$ cat config.mk
export PLATFORM = sky130hd
export DESIGN_NAME = fetch_queue
export DESIGN_NICKNAME = d
export VERILOG_FILES = /design/src/rtl/fetch_queue.sv
export SDC_FILE = /design/constraint.sdc
export NUM_CORES = 1
export LEC_CHECK = 0
export CAP_MARGIN = 40
export CORE_UTILIZATION = 53
export CTS_CLUSTER_DIAMETER = 120
export CTS_CLUSTER_SIZE = 25
export DETAILED_ROUTE_END_ITERATION = 8
export PLACE_DENSITY = 0.87
export SLEW_MARGIN = 25
export SYNTH_ARGS = -nofsm -noshare
export SYNTH_HDL_FRONTEND = slang
export SYNTH_SLANG_ARGS = --single-unit
$ cat constraint.sdc
create_clock -name clk -period 2.2 [get_ports clk]
set_input_delay 0.55 -clock clk [delete_from_list [all_inputs] [get_ports clk]]
set_output_delay 0.55 -clock clk [all_outputs]
set_load 0.02 [all_outputs]
$ cat src/rtl/fetch_queue.sv
// Instruction fetch front end: owns the PC, issues sequential reads, buffers returns in a prefetch FIFO.
// Optional stall counter output (stall_cnt) is enabled with `define FETCH_PERF_EN.
module fetch_queue #(
    parameter int unsigned AW    = 8,
    parameter int unsigned DW    = 16,
    parameter int unsigned DEPTH = 4
) (
    input  logic          clk,
    input  logic          reset,
    output logic          mem_req,
    output logic [AW-1:0] mem_addr,
    input  logic [DW-1:0] mem_rdata,
    input  logic          redirect,
    input  logic [AW-1:0] redirect_addr,
    output logic [DW-1:0] instr,
    output logic [AW-1:0] instr_pc,
    output logic          instr_valid,
    input  logic          instr_ready
`ifdef FETCH_PERF_EN
    ,
    output logic [15:0]   stall_cnt
`endif
);

    localparam int unsigned PW = $clog2(DEPTH);
    localparam int unsigned CW = PW + 1;
    localparam int unsigned OW = PW + 2;

    typedef struct packed {
        logic [AW-1:0] pc;
        logic [DW-1:0] word;
    } entry_t;

    entry_t        r_mem [DEPTH];
    logic [PW-1:0] r_wptr;
    logic [PW-1:0] r_rptr;
    logic [CW-1:0] r_count;
    logic [AW-1:0] r_pc;
    logic [AW-1:0] r_req_pc;
    logic          r_inflight;
    logic          r_kill;

    logic          w_req;
    logic          w_push;
    logic          w_pop;
    logic          w_valid;
    logic [OW-1:0] w_occupancy;
    entry_t        w_head;

    // Credit check counts the in-flight word; a same-cycle pop earns no credit.
    assign w_occupancy = OW'(r_count) + OW'(r_inflight);
    assign w_req       = !reset && !redirect && (w_occupancy < OW'(DEPTH));
    assign w_valid     = (r_count != '0);
    assign w_push      = r_inflight && !redirect && !r_kill;
    assign w_pop       = w_valid && instr_ready && !redirect;
    assign w_head      = r_mem[r_rptr];

    assign mem_req     = w_req;
    assign mem_addr    = r_pc;
    assign instr_valid = w_valid;
    assign instr       = w_valid ? w_head.word : '0;
    assign instr_pc    = w_valid ? w_head.pc   : '0;

    // Control state: PC, in-flight tracking, FIFO pointers and occupancy.
    always_ff @(posedge clk or posedge reset) begin
        if (reset) begin
            r_pc       <= '0;
            r_req_pc   <= '0;
            r_inflight <= 1'b0;
            r_kill     <= 1'b0;
            r_wptr     <= '0;
            r_rptr     <= '0;
            r_count    <= '0;
        end else begin
            r_kill <= redirect;
            if (redirect) begin
                r_pc       <= redirect_addr;
                r_inflight <= 1'b0;
                r_wptr     <= '0;
                r_rptr     <= '0;
                r_count    <= '0;
            end else begin
                r_inflight <= w_req;
                if (w_req) begin
                    r_pc     <= r_pc + AW'(1);
                    r_req_pc <= r_pc;
                end
                if (w_push) r_wptr <= r_wptr + PW'(1);
                if (w_pop)  r_rptr <= r_rptr + PW'(1);
                case ({w_push, w_pop})
                    2'b10:   r_count <= r_count + CW'(1);
                    2'b01:   r_count <= r_count - CW'(1);
                    default: r_count <= r_count;
                endcase
            end
        end
    end

    // Prefetch storage; contents are don't-care while the slot is empty.
    always_ff @(posedge clk) begin
        if (w_push) begin
            r_mem[r_wptr] <= '{pc: r_req_pc, word: mem_rdata};
        end
    end

`ifdef FETCH_PERF_EN
    logic [15:0] r_stall;

    // Cycles where the decoder was ready but had nothing to take, excluding redirect cycles.
    always_ff @(posedge clk or posedge reset) begin
        if (reset) begin
            r_stall <= '0;
        end else if (instr_ready && !w_valid && !redirect && (r_stall != 16'hFFFF)) begin
            r_stall <= r_stall + 16'd1;
        end
    end

    assign stall_cnt = r_stall;
`endif

endmodule
==> results of run 1 <==
==> power by group <==
part | leakage, µW | internal (µW) | switching, µW
combinational | 0.00107 | 1550 | 1230
sequential | 0.00119 | 2640 | 138
clock | 0.000305 | 1870 | 937
==> flip-flops by register name, indices dropped and copies added, names as in the netlist <==
| register | cells |
|---|---|
| r_wptr | 2 |
| r_kill | 1 |
| r_mem | 96 |
| r_req_pc | 8 |
| mem_addr | 8 |
| r_count | 3 |
| r_rptr | 2 |
| r_inflight | 1 |
==> metrics by stage <==
| step | power [µW] | worst slack (ps) | instances |
|---|---|---|---|
| global route | 8662 | -362.2 | 507 |
| floorplan | 3965 | 20.54 | 287 |
| finish | 8362 | -289.6 | 507 |
| global placement | 4872 | -219.6 | 469 |
| detailed placement | 4939 | -229.7 | 469 |
| CTS | 8501 | -353.9 | 510 |
==> logic make-up (layout without fill, tap and decap cells) <==
kind of cell	Yosys count	in the layout
XOR/XNOR	6	6
adder cells (fa/ha/maj)	6	6
flip-flops	121	121
buffers and inverters	20	132
AND/OR/NAND/NOR	87	87
AO/OA/AOI/OAI	22	22
multiplexers	25	25
==> worst max-delay path by stage <==
stage               from         end  slack (ps)  cells after the start
3_5_place_dp       reset     mem_req        -230                      5
2_1_floorplan   redirect  r_count[2]          20                      7
3_3_place_gp       reset     mem_req        -220                      5
4_1_cts        r_rptr[0]    instr[8]        -350                      5
6_report       r_rptr[0]   instr[15]        -290                      4
5_1_grt        r_rptr[0]   instr[15]        -360                      4
==> layout make-up <==
type | instances | share of cell area (%)
Clock buffer | 24 | 7.304
Clock inverter | 8 | 1.714
Inverter | 6 | 0.3354
Multi-Input combinational cell | 146 | 20.81
Sequential cell | 121 | 52.26
Tap cell | 108 | 2.012
Timing Repair Buffer | 94 | 15.56
==> per-layer routing <==
metal	GRT usage, %	wire length (µm)	up-vias
met4	12.40	229	0
met5	0	0	-
li1	-	-	1297
met1	31.72	4507	1479
met2	41.55	5577	134
met3	7.234	677	19
==> worst min-delay path, delay by kind of cell <==
kind                   cells  cell delay [ps]
buffers and inverters      3              830
==> cell usage after synthesis (all sizes together) <==
master  number
ha           5
and4         1
inv          6
xor2         2
a221o        5
nand3        4
nand3b       1
xnor2        4
o21ai        4
a21o         2
nand2b       2
fa           1
buf          8
nor2         9
a31oi        3
mux4        24
clkbuf       6
nor3b        3
and3         3
nor3         3
edfxtp      96
mux2i        1
dfrtp       25
a221oi       1
o31ai        1
a311o        1
and2        29
nand2       29
a311oi       1
a22oi        1
or3          1
nor2b        2
a21oi        3
==> cell usage in the layout, fill, tap and decap left out, drive strengths merged, types with 4 or more instances in the layout <==
master	n
edfxtp	96
buf	58
clkdlybuf4s50	32
nand2	29
and2	29
dfrtp	25
mux4	24
clkbuf	24
nor2	9
inv	6
a221o	5
ha	5
clkinv	5
o21ai	4
xnor2	4
nand3	4
==> timing repair <==
| action | in CTS | in global routing |
|---|---|---|
| pin swaps | 25 | 3 |
| cloned | 4 | 0 |
| endpoints found under the setup margin | 26 | 29 |
| setup buffers | 6 | 0 |
| hold buffers | 0 | 0 |
| resized for setup | 187 | 4 |
==> flow_summary.toml, run 1 <==
[status]
status = "complete, but fails checks"
failed_checks = "DRC, setup timing"

[synth]
synth-adder-area-share_pct = 1.675
yosysTopAreaCellShare_pct = 58.46
synth.area.mux_share_pct = 11.16
syn_inst = 287
syn_area_um2 = 4931
synthesis.nets = 321
seq_area_frac_synth_pct = 71.15
synth_top_cells_by_area = "edfxtp_1 (58%), dfrtp_1 (13%), mux4_2 (11%), and2_1 (3.7%), nand2_1 (2.2%)"
synth_compound_area_share_pct = 3.375
ys_seq_elements = 121
yosysTopAreaCell = "edfxtp_1"
yosys.area_share.simple_pct = 9.591
synth-xor-area-share_pct = 1.066
ys_warn_count = 0
post_synth.cell_area_avg_um2 = 17.18
yosysUniqueCellTypes = 39
synth_top_family_by_area = "multiplexers"

[setup_path]
r2r_cells = 7
critical_path_class = "flop to output pin"
path_max_fanout = 5
crit_family = "multiplexers"
ff2ff_setup_slack_ps = 130
reg2reg_to = "r_count[2]"
path_buf_inv = 2
cp.required_ps = 1650
crit_top_cell = "buf_6"
end_kind = "output pin"
regToRegStartpoint = "r_count[0]"
critPathSlowestCell = "mux4_2"
crit_path_start_kind = "flop"
critPathMaxStageDelay_ps = 510
cp.arrival_ps = 1940
crit_path_cell_trace = "buf_6 > mux4_2 > and2_4 > buf_6"

[cells_and_area]
drive_above_1_share_pct = 36.09
nNetsFinal = 420
multi_input_area_um2 = 1398
antenna_cells = 0
design_area_um2 = 6715
postLayoutCoreUtil_pct = 75.89
seqCellArea_um2 = 3510
syn_to_final_growth_pct = 36.18
fill_cells = 496

[timing]
slew_violations = 0
maxSlewHeadroom_pct = 78.29
finalHoldViolCount = 0
skew_ps = 8.004
setup_tns_ps = -6041
setup_ws_ps = -289.6
rsz0062_at_grt = "true"
worst_hold_slack_ps = 481.6
period_minus_slack_ps = 2490
clock.fmax_mhz = 401.7
period_share_pct = 113.2
setup_viol = 25
max_slew.worst_pin.slew_ps = 323.4

[clock_network]
clk_pin_slew_worst_paths_ps = 60
clockRootBuffer = "clkbuf_8"
htreeDepth = 4
tritoncts = "built"
cts_buffer_depth = 2
worstSkewPairLatency_ps = 510
clock-sinks = 121
cts_inserted_buffers = 17

[placed_design]
hpwl_um = 6137
port_buffers = 61
gp_congestion = 0.7798
dpl_cell_area_um2 = 5918

[global_routing]
grt_max_degree = 26
grt_pass1_wl_um = 17660
grt_overflow = 0
globalRouteTotalUtil_pct = 25.47
antenna_found_initial = 0
first_global_vias = 3279

[floorplan]
start_util_pct = 55.73
core_um2 = 8848
die_w_um = 98.46
dieArea_um2 = 9693
rows = 34
die_height_um = 98.46
io_pins = 62

[routing]
wl_um = 10990
ant_nets = 0
drt-vias-per-instance = 5.777
drc = 3
drtIter0Drc = 161
drt_first_pass_iters = 9
vias = 2929
wl_per_cell_um = 21.68

[pwr]
powerDensity_nw_per_um2 = 1245
p_leak_uw = 0.002559
ir_worst_vdd_mv = 0.6762

[hold_path]
hold_class = "input pin to asynchronous set/reset pin"

[flow_run]
maxCapViolCount = 0
Power figures use the tool's default switching activity.
==> run 2: changes to the inputs <==
--- a/config.mk
+++ b/config.mk
@@ -11,6 +11,7 @@
 export CTS_CLUSTER_SIZE = 25
 export DETAILED_ROUTE_END_ITERATION = 8
 export PLACE_DENSITY = 0.87
+export SKIP_CTS_REPAIR_TIMING = 1
 export SLEW_MARGIN = 25
 export SYNTH_ARGS = -nofsm -noshare
 export SYNTH_HDL_FRONTEND = slang
==> constraint.sdc (replaced) <==
create_clock -name clk -period 2.7 [get_ports clk]
set_input_delay 0.675 -clock clk [delete_from_list [all_inputs] [get_ports clk]]
set_output_delay 0.675 -clock clk [all_outputs]
set_load 0.02 [all_outputs]
==> flow_summary.toml, run 2 (synthesis gave the netlist of run 1 again) <==
[status]
status = "complete, but fails checks"
failed_checks = "setup timing"

[setup_path]
cp.arrival_ps = 2100
crit_path_start_kind = "flop"
crit_path_cell_trace = "buf_4 > clkbuf_16 > buf_4 > mux4_2 > and2_1 > buf_2"
critical_path_class = "flop to output pin"
cp.required_ps = 2030
end_kind = "output pin"
critPathSlowestCell = "dfrtp_2"
critPathMaxStageDelay_ps = 440
crit_top_cell = "buf_4"
path_max_fanout = 4

[routing]
wl_per_cell_um = 19.47
drc = 0
wl_um = 9677
drtIter0Drc = 135
vias = 2807
drt_first_pass_iters = 7
ant_nets = 0
drt-vias-per-instance = 5.648

[timing]
rsz0062_at_grt = "true"
setup_viol = 4
slew_violations = 0
maxSlewHeadroom_pct = 68.34
finalHoldViolCount = 0
max_slew.worst_pin.slew_ps = 474.0
period_minus_slack_ps = 2775
worst_hold_slack_ps = 523.3
setup_ws_ps = -75.32
period_share_pct = 102.8
clock.fmax_mhz = 360.3
skew_ps = 7.822

[cells_and_area]
drive_above_1_share_pct = 26.99
largest_reg_flops = 96
final_common_cell = "edfxtp_1"
syn_to_final_growth_pct = 30.20
antenna_cells = 0
largest_register = "r_mem"
nNetsFinal = 410
mostFrequentLayoutCells = "edfxtp_1 (96), clkdlybuf4s50_1 (35), nand2_1 (29), and2_1 (29)"
design_area_um2 = 6420

[placed_design]
port_buffers = 61
hpwl_um = 5517
gp_congestion = 0.8368
dpl_cell_area_um2 = 5803
post-place-ws_ps = 24.88

[floorplan]
io_pins = 62
die_w_um = 98.46
die_height_um = 98.46
core_um2 = 8848
rows = 34
start_util_pct = 55.73
dieArea_um2 = 9693

[global_routing]
antenna_found_initial = 0
globalRouteTotalUtil_pct = 21.66
grt_pass1_wl_um = 15460
first_global_vias = 2967
grt_overflow = 0
grt_max_degree = 27

[clock_network]
htreeDepth = 4
clockRootBuffer = "clkbuf_8"
tritoncts = "built"
cts_inserted_buffers = 17
clk_pin_slew_worst_paths_ps = 60
worstSkewPairLatency_ps = 500
clock-sinks = 121
cts_buffer_depth = 2

[pwr]
p_leak_uw = 0.002458
ir_worst_vdd_mv = 0.4383
powerDensity_nw_per_um2 = 945.1

[hold_path]
hold_class = "flop to flop"

[flow_run]
maxCapViolCount = 0
==> run 2: final cells by class <==
class	instances	area [µm²]
repair buffers	84	824.5
clock buffers	21	491.7
flip-flops and latches	121	3510
well taps	108	135.1
multi-input cells	146	1325
inverters	6	22.52
clock inverters	11	111.4
fillers	515	2429
==> run 2: per-stage QoR <==
| step | std cells | setup TNS (ps) | power, µW | util (%) |
|---|---|---|---|---|
| global route | 497 | -1367 | 6319 | 72.55 |
| floorplan | 287 | 0 | 3231 | - |
| detailed placement | 457 | 0 | 3933 | 65.58 |
| global placement | 457 | 0 | 3892 | 65.58 |
| finish | 497 | -169.9 | 6067 | 72.55 |
| CTS | 489 | -7728 | 6135 | 72.40 |
==> run 2: worst paths after layout <==
kind,slack [ps],start,depth (start not counted),endpoint
min in group asynchronous,610,reset,3,mem_addr[0]
setup reg to reg,580,r_count[0],7,r_count[2]
hold reg to reg,520,r_req_pc[7],0,r_mem[1][23]
setup / recovery,-80,r_rptr[0],6,instr_pc[6]
max in group asynchronous,1830,reset,3,r_rptr[0]
hold / removal,520,r_req_pc[7],0,r_mem[1][23]
==> run 2: critical path: cells and delay by family, from the launching register on <==
kind	cells	cell delay, ps
mux	1	420
buf+inv	4	570
flops	1	440
simple gates	1	170
==> run 2: metal layers <==
layer  share of wire, %  wire length, µm  GRT usage (%)  vias to the layer above
li1                   -                -              -                     1274
met4                1.3              122          7.463                        0
met5                  0                0              0                        -
met3                4.5              439          5.532                       11
met2                 52             5019          36.73                       97
met1                 42             4095          27.49                     1425
==> run 2: power breakdown <==
group | internal [µW] | switching [µW]
combinational | 789 | 844
sequential | 2150 | 99.3
clock | 1380 | 801
==> run 3: changes to the inputs <==
--- a/config.mk
+++ b/config.mk
@@ -8,7 +8,7 @@
 export CAP_MARGIN = 40
 export CORE_UTILIZATION = 53
 export CTS_CLUSTER_DIAMETER = 120
-export CTS_CLUSTER_SIZE = 25
+export CTS_CLUSTER_SIZE = 14
 export DETAILED_ROUTE_END_ITERATION = 8
 export PLACE_DENSITY = 0.87
 export SKIP_CTS_REPAIR_TIMING = 1
==> results of run 3 <==
No change in the layout: final DEF, timing and power equal those of run 2.
==> RTL change 1: new RTL, settings of run 1 <==
`DW`: 16 -> 12.
--- a/src/rtl/fetch_queue.sv
+++ b/src/rtl/fetch_queue.sv
@@ -3,5 +3,5 @@
 module fetch_queue #(
     parameter int unsigned AW    = 8,
-    parameter int unsigned DW    = 16,
+    parameter int unsigned DW    = 12,
     parameter int unsigned DEPTH = 4
 ) (
Interface: changed (resized instr and mem_rdata); port bits go from 62 to 54. The function was not compared with the original's and may differ.
==> RTL change 1 against run 1 <==
The run ends with setup timing left. Maximum frequency increased by 5.9%. Final cell count decreased by 12%. Synthesized area decreased by 13%. Register-to-register slack improved by 0.10 ns. Sequential power decreased by 13%. Sequential cell count decreased by 16. Worst setup slack improved by 0.14 ns. Critical path depth increased by 1. Wire length decreased by 29%. Power decreased by 33%. Final area decreased by 19%. Critical path type unchanged. Largest power group is now registers.
==> RTL change 1: results (changes against run 1) <==
| Metric | Value |
|---|---|
| Final setup vio count | 20 (was 25) |
| Post-Layout Cell Count | 446 (was 507) |
| Register area | 0.00303 mm2 (was 0.00351 mm2) |
| Outcome | finished with violations (unchanged) |
| CTS buffer count | 9 (was 17) |
| Hold Crit Class | reg -> reg (was in -> async) |
| Failing checks | setup timing (was DRC, setup timing) |
| Multi-input gates | 138 (was 146) |
| Crit path arrival time | 1.80 ns (was 1.94 ns) |
| Top-area cell type share of the netlist area | 0.558 (was 0.585) |
| Syn Nets | 290 (was 321) |
| Rel. slew slack | 0.792 (was 0.783) |
| Pleak | 0.00203 uW (was 0.00256 uW) |
| Post-DP HPWL | 5030 um (was 6140 um) |
| Port-buffer cells | 53 (was 61) |
| Setup WS post-layout | -0.151 ns (was -0.290 ns) |
| H-Tree Depth | 3 (was 4) |
| GR Util met3 | 0.0489 (was 0.0723) |
| Synth cell types | 38 (was 39) |
| Async S/R FF share, synth | 0.238 (was 0.207) |
| M2 GR Usage | 0.330 (was 0.415) |
| Setup TNS | -2.24 ns (was -6.04 ns) |
| Drt pass-1 iters | 4 (was 9) |
| Sequential area share after synthesis | 0.703 (was 0.711) |
| Clock Latency Late Sink | 0.36 ns (was 0.51 ns) |
| Commonest cells post-synth | edfxtp_1, nand2_1, and2_1, dfrtp_1, mux4_2 (was edfxtp_1, and2_1, nand2_1, dfrtp_1, mux4_2) |
| Placed Instances | 425 (was 469) |
| Post-Syn Instances | 260 (was 287) |
| Number of global-route vias before repair | 2469 (was 3279) |
| ClkCell Share | 0.0326 (was 0.0902) |
| M1 GR Usage | 0.264 (was 0.317) |
| Gr usage total | 0.202 (was 0.255) |
| Post-place setup slack | -0.250 ns (was -0.230 ns) |
| Dominant cells by area after synthesis | edfxtp_1, dfrtp_1, mux4_2 (unchanged) |
## RTL change 1: power breakdown
part / leakage, uW / internal [uW] / switching (uW) / total, uW
Sequential: 0.00104 / 2290 / 123 / 2420
Combinational: 0.000894 / 1150 / 934 / 2080
Clock: 0.0000896 / 423 / 652 / 1080
## RTL change 1: worst register-to-register path, cell delays in order (launching register included)
cell      delay (ns)
dfrtp_1         0.39
buf_4           0.17
o31ai_2         0.28
nor3_1          0.09
fa_1            0.41
nor2b_1         0.18
a21oi_1         0.09
a221oi_1        0.27
## RTL change 1: timing repair
item	CTS	global route
hold buffers	0	0
resized for setup	108	29
endpoints found under the setup margin	22	22
pin swaps	7	9
cloned	1	1
buffers inserted	3	1
endpoints found under the hold margin	0	0
## RTL change 1: through the flow
stage	instance area (um2)	hold WS (ns)
2_1_floorplan	4310	0.476
3_3_place_gp	5150	0.492
3_5_place_dp	5150	0.517
4_1_cts	5360	0.537
5_1_grt	5450	0.542
6_report	5450	0.528
## RTL change 1: path summary, 6_finish.rpt
kind	slack, ns	cells past startpoint	endpoint
setup / recovery	-0.15	5	instr_pc[0]
hold / removal	0.53	0	r_mem[0][14]
setup reg to reg	0.23	7	r_count[2]
hold reg to reg	0.53	0	r_mem[0][14]
max in group asynchronous	1.32	3	r_rptr[0]
min in group asynchronous	0.61	3	mem_addr[0]
## RTL change 1: cell families after synthesis
family / Yosys count / synth area share
AO/OA/AOI/OAI: 22 / 0.0387
XOR/XNOR: 6 / 0.0122
adder cells (fa/ha/maj): 6 / 0.0192
buffers and inverters: 17 / 0.0177
flip-flops: 105 / 0.703
multiplexers: 21 / 0.107
AND/OR/NAND/NOR: 83 / 0.102
## RTL change 1: routing by layer
metal,wire length [um],vias to the layer above
li1,-,1134
met1,3210,1263
met2,4110,77
met3,387,7
met4,88,0
met5,0,-
==> RTL change 2: new RTL, settings of run 1 <==
Made on the original files. Build with the macro `FETCH_PERF_EN` defined.
--- a/src/rtl/fetch_queue.sv
+++ b/src/rtl/fetch_queue.sv
@@ -1,4 +1,6 @@
 // Instruction fetch front end: owns the PC, issues sequential reads, buffers returns in a prefetch FIFO.
 // Optional stall counter output (stall_cnt) is enabled with `define FETCH_PERF_EN.
+`define FETCH_PERF_EN
+
 module fetch_queue #(
     parameter int unsigned AW    = 8,
Behaviour (old outputs only; new: stall_cnt): unchanged (Yosys induction, for registers that start in step).
==> RTL change 2 against run 1 <==
The flow finishes with violations (setup timing). Final area grew 15%. Worst setup slack got worse by 0.056 ns. Power up 4.7%. Wire length grew 18%. Synthesized area grew 18%. Clock skew grew 0.00055 ns. Clock power decreased by 6%. Die area increased by 17%. Global-route usage shrank 0.85 points. Critical endpoint is now instr_pc[2]. Critical path type unchanged. Sequential cell count rose by 16. Non-clock buffer count grew 17.
==> RTL change 2: results (changes against run 1) <==
| Metric | Value |
|---|---|
| Final setup vio count | 25 (unchanged) |
| Sw frac | 0.295 (was 0.276) |
| Via density | 5.79 (was 5.78) |
| Post-cts gate resize count | 186 (was 187) |
| First-pass GRT wire length | 20100 um (was 17700 um) |
| Port-buffer cells | 77 (was 61) |
| Post-DP HPWL | 7200 um (was 6140 um) |
| Final Skew | 0.00856 ns (was 0.00800 ns) |
| Synth Area in Adders | 0.0164 (was 0.0167) |
| CP max stage delay | 0.49 ns (was 0.51 ns) |
| Starting DRT DRC Count | 204 (was 161) |
| Filler instances | 648 (was 496) |
| Sequential Power Share | 0.367 (was 0.332) |
| Setup WS post-layout | -0.345 ns (was -0.290 ns) |
| Crit path arrival time | 2.00 ns (was 1.94 ns) |
| Outcome | finished with violations (unchanged) |
| Peak supply drop | 0.733 mV (was 0.676 mV) |
| Commonest cells post-synth | edfxtp_1, dfrtp_1, nand2_1, and2_1, mux4_2 (was edfxtp_1, and2_1, nand2_1, dfrtp_1, mux4_2) |
| Hold Crit Class | reg -> reg (was in -> async) |
| Setup TNS | -7.14 ns (was -6.04 ns) |
| Failing checks | setup timing (was DRC, setup timing) |
| Synth cell types | 46 (was 39) |
| Multiplexer share of the synthesized area | 0.106 (was 0.112) |
| Reg-to-reg slack, setup | 0.22 ns (was 0.13 ns) |
| Nets | 513 (was 420) |
| Number of global-route vias before repair | 3769 (was 3279) |
| Share of cells above drive strength 1 | 0.302 (was 0.361) |
| Async S/R FF share, synth | 0.299 (was 0.207) |
| Critical R2R Launch | r_count[1] (was r_count[0]) |
| RePlAce Congestion | 0.811 (was 0.780) |
| DR WL/cell | 20.6 um (was 21.7 um) |
| Post-synthesis compound-gate area fraction | 0.0298 (was 0.0337) |
| Postcts setup bufs | 5 (was 6) |
| Sequential area share after synthesis | 0.675 (was 0.711) |
| Gr usage total | 0.246 (was 0.255) |
| CP Max Fanout | 3 (was 5) |
| Pleak | 0.00307 uW (was 0.00256 uW) |
| Comb pwr | 2920 uW (was 2780 uW) |
| Critical Path Sink | instr_pc[2] (was instr[15]) |
| Largest net degree at the start of global routing | 42 (was 26) |
RTL change 2: changes by cell type after synthesis, moves of 4 or more:
cell,run 1,this run
nor3_1,3,9
and2_1,29,25
buf_2,3,9
mux2i_1,1,5
and3_1,3,11
nand3_1,3,12
dfrtp_1,25,41
xor2_1,2,9
xnor2_1,4,9
nand4_1,0,7
RTL change 2: routing by layer:
| metal | GRT usage | part of all wire | up-vias |
|---|---|---|---|
| met1 | 0.306 | 0.40 | 1844 |
| met5 | 0 | 0 | - |
| met4 | 0.104 | 0.022 | 0 |
| met2 | 0.419 | 0.53 | 133 |
| li1 | - | - | 1624 |
| met3 | 0.0521 | 0.050 | 21 |
RTL change 2: cells by family after synthesis:
kind of cell | after synthesis
compound gates | 20
xor+xnor | 18
fa+ha+maj | 7
buf+inv | 24
flops | 137
mux | 31
simple gates | 128
RTL change 2: through the flow:
stage	hold slack [ns]	instance area (um2)	std cells	power, uW	setup slack [ns]
2_1_floorplan	0.476	5800	365	4510	0.0185
3_3_place_gp	0.491	6930	588	5510	-0.364
3_5_place_dp	0.513	6930	588	5570	-0.374
4_1_cts	0.533	7730	628	8900	-0.372
5_1_grt	0.540	7700	626	9080	-0.400
6_report	0.526	7700	626	8760	-0.345
RTL change 2: cell type report:
class                   count  area share
clock buffers              17      0.0538
clock inverters            14      0.0174
inverters                   7     0.00374
multi-input cells         204       0.240
flip-flops and latches    137       0.508
well taps                 136      0.0221
repair buffers            111       0.155
RTL change 2: worst reg2reg max path: cells and delay by family (launching register included):
family,cells,cell delay [ns]
AND/OR/NAND/NOR,3,0.36
AO/OA/AOI/OAI,2,0.53
adder cells (fa/ha/maj),1,0.43
buffers and inverters,1,0.18
flip-flops,1,0.38
